### src/rtl/riscv_hazard_ctrl.sv
// Hazard and stall controller for a 5-stage RISC-V pipeline.
// Generates EX forwarding selects, load-use and memory wait-state stalls,
// branch/jump flushes, a sticky memory timeout flag and saturating
// stall/flush event counters.
module riscv_hazard_ctrl #(
    parameter int unsigned REG_ADDR_W = 5,
    parameter int unsigned CNT_W      = 32,
    parameter int unsigned MAX_WAIT   = 15
) (
    input  logic                  clk,
    input  logic                  reset,
    input  logic [REG_ADDR_W-1:0] Rs1D,
    input  logic [REG_ADDR_W-1:0] Rs2D,
    input  logic [REG_ADDR_W-1:0] Rs1E,
    input  logic [REG_ADDR_W-1:0] Rs2E,
    input  logic [REG_ADDR_W-1:0] RdE,
    input  logic [REG_ADDR_W-1:0] RdM,
    input  logic [REG_ADDR_W-1:0] RdW,
    input  logic                  RegWriteM,
    input  logic                  RegWriteW,
    input  logic                  LoadE,
    input  logic                  PCSrcE,
    input  logic                  MemReqM,
    input  logic                  MemReadyM,
    input  logic                  cnt_clr,
    output logic [1:0]            ForwardAE,
    output logic [1:0]            ForwardBE,
    output logic                  StallF,
    output logic                  StallD,
    output logic                  StallE,
    output logic                  StallM,
    output logic                  FlushD,
    output logic                  FlushE,
    output logic                  FlushW,
    output logic                  MemTimeout,
    output logic [CNT_W-1:0]      StallCount,
    output logic [CNT_W-1:0]      FlushCount
);

    // Wait counter must be able to hold MAX_WAIT; keep at least one bit when disabled.
    localparam int unsigned WaitW = (MAX_WAIT > 0) ? $clog2(MAX_WAIT + 1) : 1;

    typedef enum logic {
        StIdle,
        StWait
    } state_e;

    state_e                 state_q, state_d;
    logic [WaitW-1:0]       waitcnt_q, waitcnt_d;
    logic                   timeout_q, timeout_d;
    logic [CNT_W-1:0]       stall_cnt_q, stall_cnt_d;
    logic [CNT_W-1:0]       flush_cnt_q, flush_cnt_d;

    logic                   lw_stall;
    logic                   mem_stall;
    logic                   timeout_hit;

    // Select the youngest in-flight producer of a source operand; x0 never forwards.
    function automatic logic [1:0] fwd_sel(
        input logic [REG_ADDR_W-1:0] src,
        input logic [REG_ADDR_W-1:0] rd_m,
        input logic                  we_m,
        input logic [REG_ADDR_W-1:0] rd_w,
        input logic                  we_w
    );
        if (src != '0 && we_m && rd_m == src) begin
            return 2'b10;
        end else if (src != '0 && we_w && rd_w == src) begin
            return 2'b01;
        end else begin
            return 2'b00;
        end
    endfunction

    // Forwarding selects for both EX operands.
    always_comb begin
        ForwardAE = fwd_sel(Rs1E, RdM, RegWriteM, RdW, RegWriteW);
        ForwardBE = fwd_sel(Rs2E, RdM, RegWriteM, RdW, RegWriteW);
    end

    // Stall and flush decode from load-use hazard, memory wait state and redirect.
    always_comb begin
        lw_stall    = LoadE && (RdE != '0) && (Rs1D == RdE || Rs2D == RdE);
        timeout_hit = (MAX_WAIT != 0) && (waitcnt_q == WaitW'(MAX_WAIT));
        mem_stall   = (state_q == StIdle && MemReqM && !MemReadyM) ||
                      (state_q == StWait && !MemReadyM && !timeout_hit);
        StallF      = mem_stall | lw_stall;
        StallD      = mem_stall | lw_stall;
        StallE      = mem_stall;
        StallM      = mem_stall;
        FlushW      = mem_stall;
        // D/E are frozen during a memory stall, so redirects wait for release.
        FlushD      = !mem_stall && PCSrcE;
        FlushE      = !mem_stall && (lw_stall || PCSrcE);
    end

    // Memory wait-state FSM next state, wait counter and sticky timeout.
    always_comb begin
        state_d   = state_q;
        waitcnt_d = waitcnt_q;
        timeout_d = timeout_q;
        unique case (state_q)
            StIdle: begin
                if (MemReqM && !MemReadyM) begin
                    state_d   = StWait;
                    waitcnt_d = WaitW'(1);
                end
            end
            StWait: begin
                if (MemReadyM) begin
                    state_d   = StIdle;
                    waitcnt_d = '0;
                end else if (timeout_hit) begin
                    // Access is abandoned; the pipeline is released this cycle.
                    state_d   = StIdle;
                    waitcnt_d = '0;
                    timeout_d = 1'b1;
                end else if (waitcnt_q != {WaitW{1'b1}}) begin
                    waitcnt_d = waitcnt_q + WaitW'(1);
                end
            end
            default: begin
                state_d   = StIdle;
                waitcnt_d = '0;
            end
        endcase
    end

    // Saturating event counters; clear wins over increment.
    always_comb begin
        stall_cnt_d = stall_cnt_q;
        flush_cnt_d = flush_cnt_q;
        if (cnt_clr) begin
            stall_cnt_d = '0;
            flush_cnt_d = '0;
        end else begin
            if (StallF && stall_cnt_q != {CNT_W{1'b1}}) begin
                stall_cnt_d = stall_cnt_q + CNT_W'(1);
            end
            if ((FlushD || FlushE) && flush_cnt_q != {CNT_W{1'b1}}) begin
                flush_cnt_d = flush_cnt_q + CNT_W'(1);
            end
        end
    end

    // State registers with asynchronous active-low reset.
    always_ff @(posedge clk or negedge reset) begin
        if (!reset) begin
            state_q     <= StIdle;
            waitcnt_q   <= '0;
            timeout_q   <= 1'b0;
            stall_cnt_q <= '0;
            flush_cnt_q <= '0;
        end else begin
            state_q     <= state_d;
            waitcnt_q   <= waitcnt_d;
            timeout_q   <= timeout_d;
            stall_cnt_q <= stall_cnt_d;
            flush_cnt_q <= flush_cnt_d;
        end
    end

    assign MemTimeout = timeout_q;
    assign StallCount = stall_cnt_q;
    assign FlushCount = flush_cnt_q;

endmodule

### config.mk
export PLATFORM = sky130hd
export DESIGN_NAME = riscv_hazard_ctrl
export DESIGN_NICKNAME = d
export VERILOG_FILES = /design/src/rtl/riscv_hazard_ctrl.sv
export SDC_FILE = /design/constraint.sdc
export NUM_CORES = 1
export LEC_CHECK = 0
export CAP_MARGIN = 20
export CORE_MARGIN = 2
export CORE_UTILIZATION = 43
export CTS_BUF_LIST = sky130_fd_sc_hd__clkbuf_4
export CTS_CLUSTER_DIAMETER = 120
export CTS_CLUSTER_SIZE = 12
export DETAILED_ROUTE_END_ITERATION = 8
export HOLD_SLACK_MARGIN = 0.02
export PLACE_DENSITY = 0.73
export SLEW_MARGIN = 30
export SYNTH_ARGS = -nofsm -noshare
export SYNTH_HDL_FRONTEND = slang
export SYNTH_SLANG_ARGS = --single-unit
### constraint.sdc
create_clock -name clk -period 11.23 [get_ports clk]
set_clock_uncertainty 0.05 [all_clocks]
set_input_delay 3.369 -clock clk [delete_from_list [all_inputs] [get_ports clk]]
set_output_delay 3.369 -clock clk [all_outputs]
set_load 0.05 [all_outputs]
# After elaboration in Yosys (flattened, before gate mapping)

Index checks and enable logic that the tools add are counted.

Register bits after elaboration: 70
Bits in latches: 0
RAM bits: 0
Bits in read-only memories: 0
Word-level logic and storage cells: 73
Memories kept: 0

Add/sub/neg operators: 3
$mul: 0
Div/mod/pow operators: 0
Magnitude comparators: 0
Equality and inequality tests: 12
Shift-type cells: 0
Multiplexer cells: 17
Bitwise logic cells: 3
Reductions and logical operators: 33

Operators by type and width:

| kind                                           | count |
|---|---|
| two-way mux 32 bit                             | 4 |
| adder 32 x 1 -> 32 bit (second input constant) | 2 |
| != test 32 bit (second input constant)         | 2 |
| equality test 5 bit                            | 6 |
| logical AND 1 bit                              | 19 |
| two-way mux 4 bit                              | 4 |
| nonzero test 5 bit                             | 3 |
| case mux 4 bit (2 select lines)                | 1 |
| two-way mux 1 bit                              | 5 |
| adder 4 x 1 -> 4 bit (second input constant)   | 1 |
| equality test 4 bit (second input constant)    | 1 |
| logical OR 1 bit                               | 4 |
| two-way mux 2 bit                              | 2 |
| != test 4 x 2 -> 1 bit (second input constant) | 1 |
| != test 4 bit (second input constant)          | 1 |
| nonzero test 2 bit                             | 2 |
| zero test 1 bit                                | 3 |
| AND reduction 3 bit                            | 1 |
| != test 2 x 1 -> 1 bit (second input constant) | 1 |
| inverter 1 bit                                 | 2 |
| case mux 1 bit (2 select lines)                | 1 |
| AND reduction 2 bit                            | 1 |
| bitwise OR 1 bit                               | 1 |

# Longest topological paths before layout

Word-level depth: 10
Gate-level depth with buffers: 10

# Worst setup path before layout

Ideal clock, no wire load.

Path type: input -> output
Start: input port Rs1E[1]
End: output port ForwardAE[0]
Arrival time: 5.843 ns
Slack: 1.968 ns
Stages on the path: 4
Buffers on the path: 0
Cell sequence: or4_1 nor2_1 nor4_1 nor4_1

Longest elaborated chain between the ends: 5
Elaborated cells on any way between the ends: 9

RTL lines:

| element                        | line   | text |
|---|---|---|
| start, declared                | 14     | `input logic [REG_ADDR_W-1:0] Rs1E,` |
| nonzero test 5 bit             | 66, 68 |  |
| logical AND 1 bit (2 in a row) | 68     | `end else if (src != '0 && we_w && rd_w == src) begin` |
| two-way mux 1 bit              | 68     |  |
| two-way mux 2 bit *            | 66     | `if (src != '0 && we_m && rd_m == src) begin` |
| end, declared                  | 26     | `output logic [1:0] ForwardAE,` |

Every way passes the cells marked *; elsewhere a longest branch is shown, timed or not.

# Worst setup path after layout

Start: input port RdE[2]
End: output port StallD

Longest elaborated chain between the ends: 4
Elaborated cells on any way between the ends: 7

RTL lines:

| element                                                          | line | text |
|---|---|---|
| start, declared                                                  | 16   | `input logic [REG_ADDR_W-1:0] RdE,` |
| equality test 5 bit / nonzero test 5 bit (equally long branches) | 83   | `lw_stall = LoadE && (RdE != '0) && (Rs1D == RdE \|\| Rs2D == RdE);` |
| logical OR 1 bit / logical AND 1 bit (equally long branches)     | 83   |  |
| logical AND 1 bit *                                              | 83   |  |
| bitwise OR 1 bit *                                               | 88   | `StallD = mem_stall \| lw_stall;` |
| end, declared                                                    | 29   | `output logic StallD,` |

Marks and branches as above.

==> results.md <==
- Crit. End Element: output port
- Register area share after synthesis: 0.401
- Critical Path Source: RdE[2]
- Final ANT Viol Nets: 0
- Initial core utilization: 0.445
- Root buffer cell: clkbuf_4
- Hold Crit Class: register to register
- P_int: 0.354 mW
- CP required: 7.81 ns
- Final Hold Fails: 0
- Synth Instances: 490
- Final nets: 643
- First-pass GRT wire length: 19,300 µm
- Clock share of power: 0.320
- Data arrival, critical path: 5.95 ns
- PD cells: 86.8 nW/µm²
- Largest net degree at the start of global routing: 82
- Slew Limit Fails: 0
- Flops & latches, synth: 70
- Synthesized Nets: 537
- Setup Buffers After CTS: 0
- Setup CP Type: input pin to output port
- Final cell count without fillers: 733
- CTS resizes: 0
- CTS Hold Bufs: 0
- Synthesized area per cell: 8.92 µm²
- Most common flop cell mapped by yosys: dfrtp_1
- Cell total after placement: 718
- Fin area: 5740 µm²
- Sw frac: 0.291
- Post-DP HPWL: 8250 µm
- Setup TNS Final: 0 ns
- Cell taking the most area after synthesis: dfrtp_1
- Max-slew headroom: 0.395
- Drt via density: 5.78
- Number of flops mapped to enable cells by yosys: 0
- Ys async rst share: 1.00
- Fin util: 0.585
- Setup ws final: 1.86 ns
- Share of the synthesized area in the top cell type: 0.401
- Gate power share: 0.161
- Routed vias: 4,236
- Count of cell types in the netlist: 48
- Final Wtd Congestion: 0.851
- Worst Path Max Fanout: 33
- Die span in x: 105 µm
- Layout cell share with drive strength beyond 1: 0.0633
- Total track usage: 0.213
- Leakage power: 2.15 nW
- Cts bufs inserted: 9
- Initial drt markers: 285
- Residual DRC count: 0
- Number of global-route vias before repair: 4,047
- Slew @ Worst Pin: 0.902 ns
- Clk buf depth: 2
- Sink Count: 70
- Total power: 0.499 mW
- RSZ-0062 raised after global routing: no
- Final wirelength: 11,700 µm
- H-tree Lvls: 3
- Worst-path clk slew: 0.11 ns
- GRT Residual Overflow: 0
- Drt wl/cell: 16.0 µm
- RR Startpoint: FlushCount[2]$_DFFE_PN0P_
- Count of final setup violators: 0
- Sequential power share: 0.519
- First-pass DRT Iterations: 4
- I/O pin cnt: 120
- P_sw: 0.145 mW
- Worst-skew pair later-pin latency: 0.41 ns
- Crit share post-route: 0.834
- Die H: 105 µm
- Final min period: 9.37 ns
- Post-synthesis cell area: 4370 µm²
- Worst hold start: MemTimeout$_DFFE_PN0P_
- Layout area overhead: 31.5%
- Worst vdd ir: 0.0000473 V
- Antenna diodes: 0
- Synth Warn #: 0
- CTS tree: built
- Ranking of synthesized cells by area: dfrtp_1 40%, a21oi_1 5.3%, or4_1 5.0%
- Setup WS pre-CTS: 1.86 ns
- Maximum clock rate: 107 MHz
- # rows: 36
- Core Area: 9820 µm²
- Worst setup SP type: input pin
- IO buf count: 119
- Die area: 11,000 µm²
- Max-cap viol count: 0
- Initial antenna violation count: 0
- WHS: 0.437 ns
- Outcome: completed
- Placed Area: 5610 µm²
==> cell type report <==
class / instances / area [µm²]
Clock buffer: 9 / 67.6
Inverter: 16 / 60.1
Multi-Input combinational cell: 375 / 2410
Timing Repair Buffer: 124 / 1220
Fill cell: 897 / 4080
Clock inverter: 6 / 63.8
Sequential cell: 70 / 1750
Tap cell: 133 / 166
==> Yosys cell counts (11+ instances only) <==
cell	count
nor2_1	38
nand2_1	29
or4_1	29
o21ai_0	17
a21oi_1	46
or3_1	17
nor4_1	19
dfrtp_1	70
xnor2_1	18
clkbuf_1	18
nand4_1	15
nor2b_1	15
nand3_1	21
inv_1	16
o31ai_1	25
mux2_2	11
xor2_1	16
==> cell families (layout without fill, tap and decap cells) <==
kind of cell    count (synthesis)  in the layout  synth area share
compound gates                104            104             0.145
xor+xnor                       34             34            0.0682
fa+ha+maj                       3              3           0.00859
buf+inv                        45            155            0.0478
flops                          70             70             0.401
mux                            18             18            0.0458
simple gates                  216            216             0.284
==> power by group through the flow <==
stage	Sequential [mW]	Combinational, mW	Clock (mW)
after detailed placement	0.264	0.0806	0
after global routing	0.259	0.0876	0.175
after global placement	0.263	0.0786	0
after CTS	0.259	0.0809	0.164
final	0.259	0.0805	0.160
after floorplan	0.267	0.0405	0
==> flip-flops by register name, summed over array words and instances, names as in the netlist <==
register,cells
StallCount,32
FlushCount,32
state_q,1
waitcnt_q,4
MemTimeout,1
==> worst paths after layout <==
| check | end | slack [ns] | cells past startpoint |
|---|---|---|---|
| max reg2reg | FlushCount[20]$_DFFE_PN0P_ | 7.97 | 7 |
| min in group asynchronous | StallCount[26]$_DFFE_PN0P_ | 2.99 | 2 |
| min reg2reg | MemTimeout$_DFFE_PN0P_ | 0.44 | 1 |
| min | MemTimeout$_DFFE_PN0P_ | 0.44 | 1 |
| max | StallD | 1.86 | 7 |
| max in group asynchronous | StallCount[14]$_DFFE_PN0P_ | 7.66 | 2 |
==> cells in the final DEF, fill, tap and decap left out, types with 17 or more instances in the layout <==
cell	netlist	layout
a21oi_1	46	45
clkdlybuf4s50_1	0	117
dfrtp_1	70	70
nand2_1	29	29
nand3_1	21	21
nor2_1	38	38
nor4_1	19	19
o21ai_0	17	17
o31ai_1	25	25
or3_1	17	17
or4_1	29	29
xnor2_1	18	18
==> critical path, stage by stage <==
cell,delay (ns)
clkdlybuf4s50_1,0.49
or4_1,0.55
o21a_1,0.25
a21oi_2,0.15
buf_4,0.30
inv_1,0.12
clkdlybuf4s50_1,0.71
==> routing by layer <==
| metal | share of wire | wire [µm] | GRT usage |
|---|---|---|---|
| met4 | 0.0097 | 114 | 0.0571 |
| met1 | 0.44 | 5200 | 0.285 |
| met5 | 0 | 0 | 0 |
| met3 | 0.068 | 796 | 0.0474 |
| met2 | 0.48 | 5630 | 0.346 |
Power figures use the tool's default switching activity.
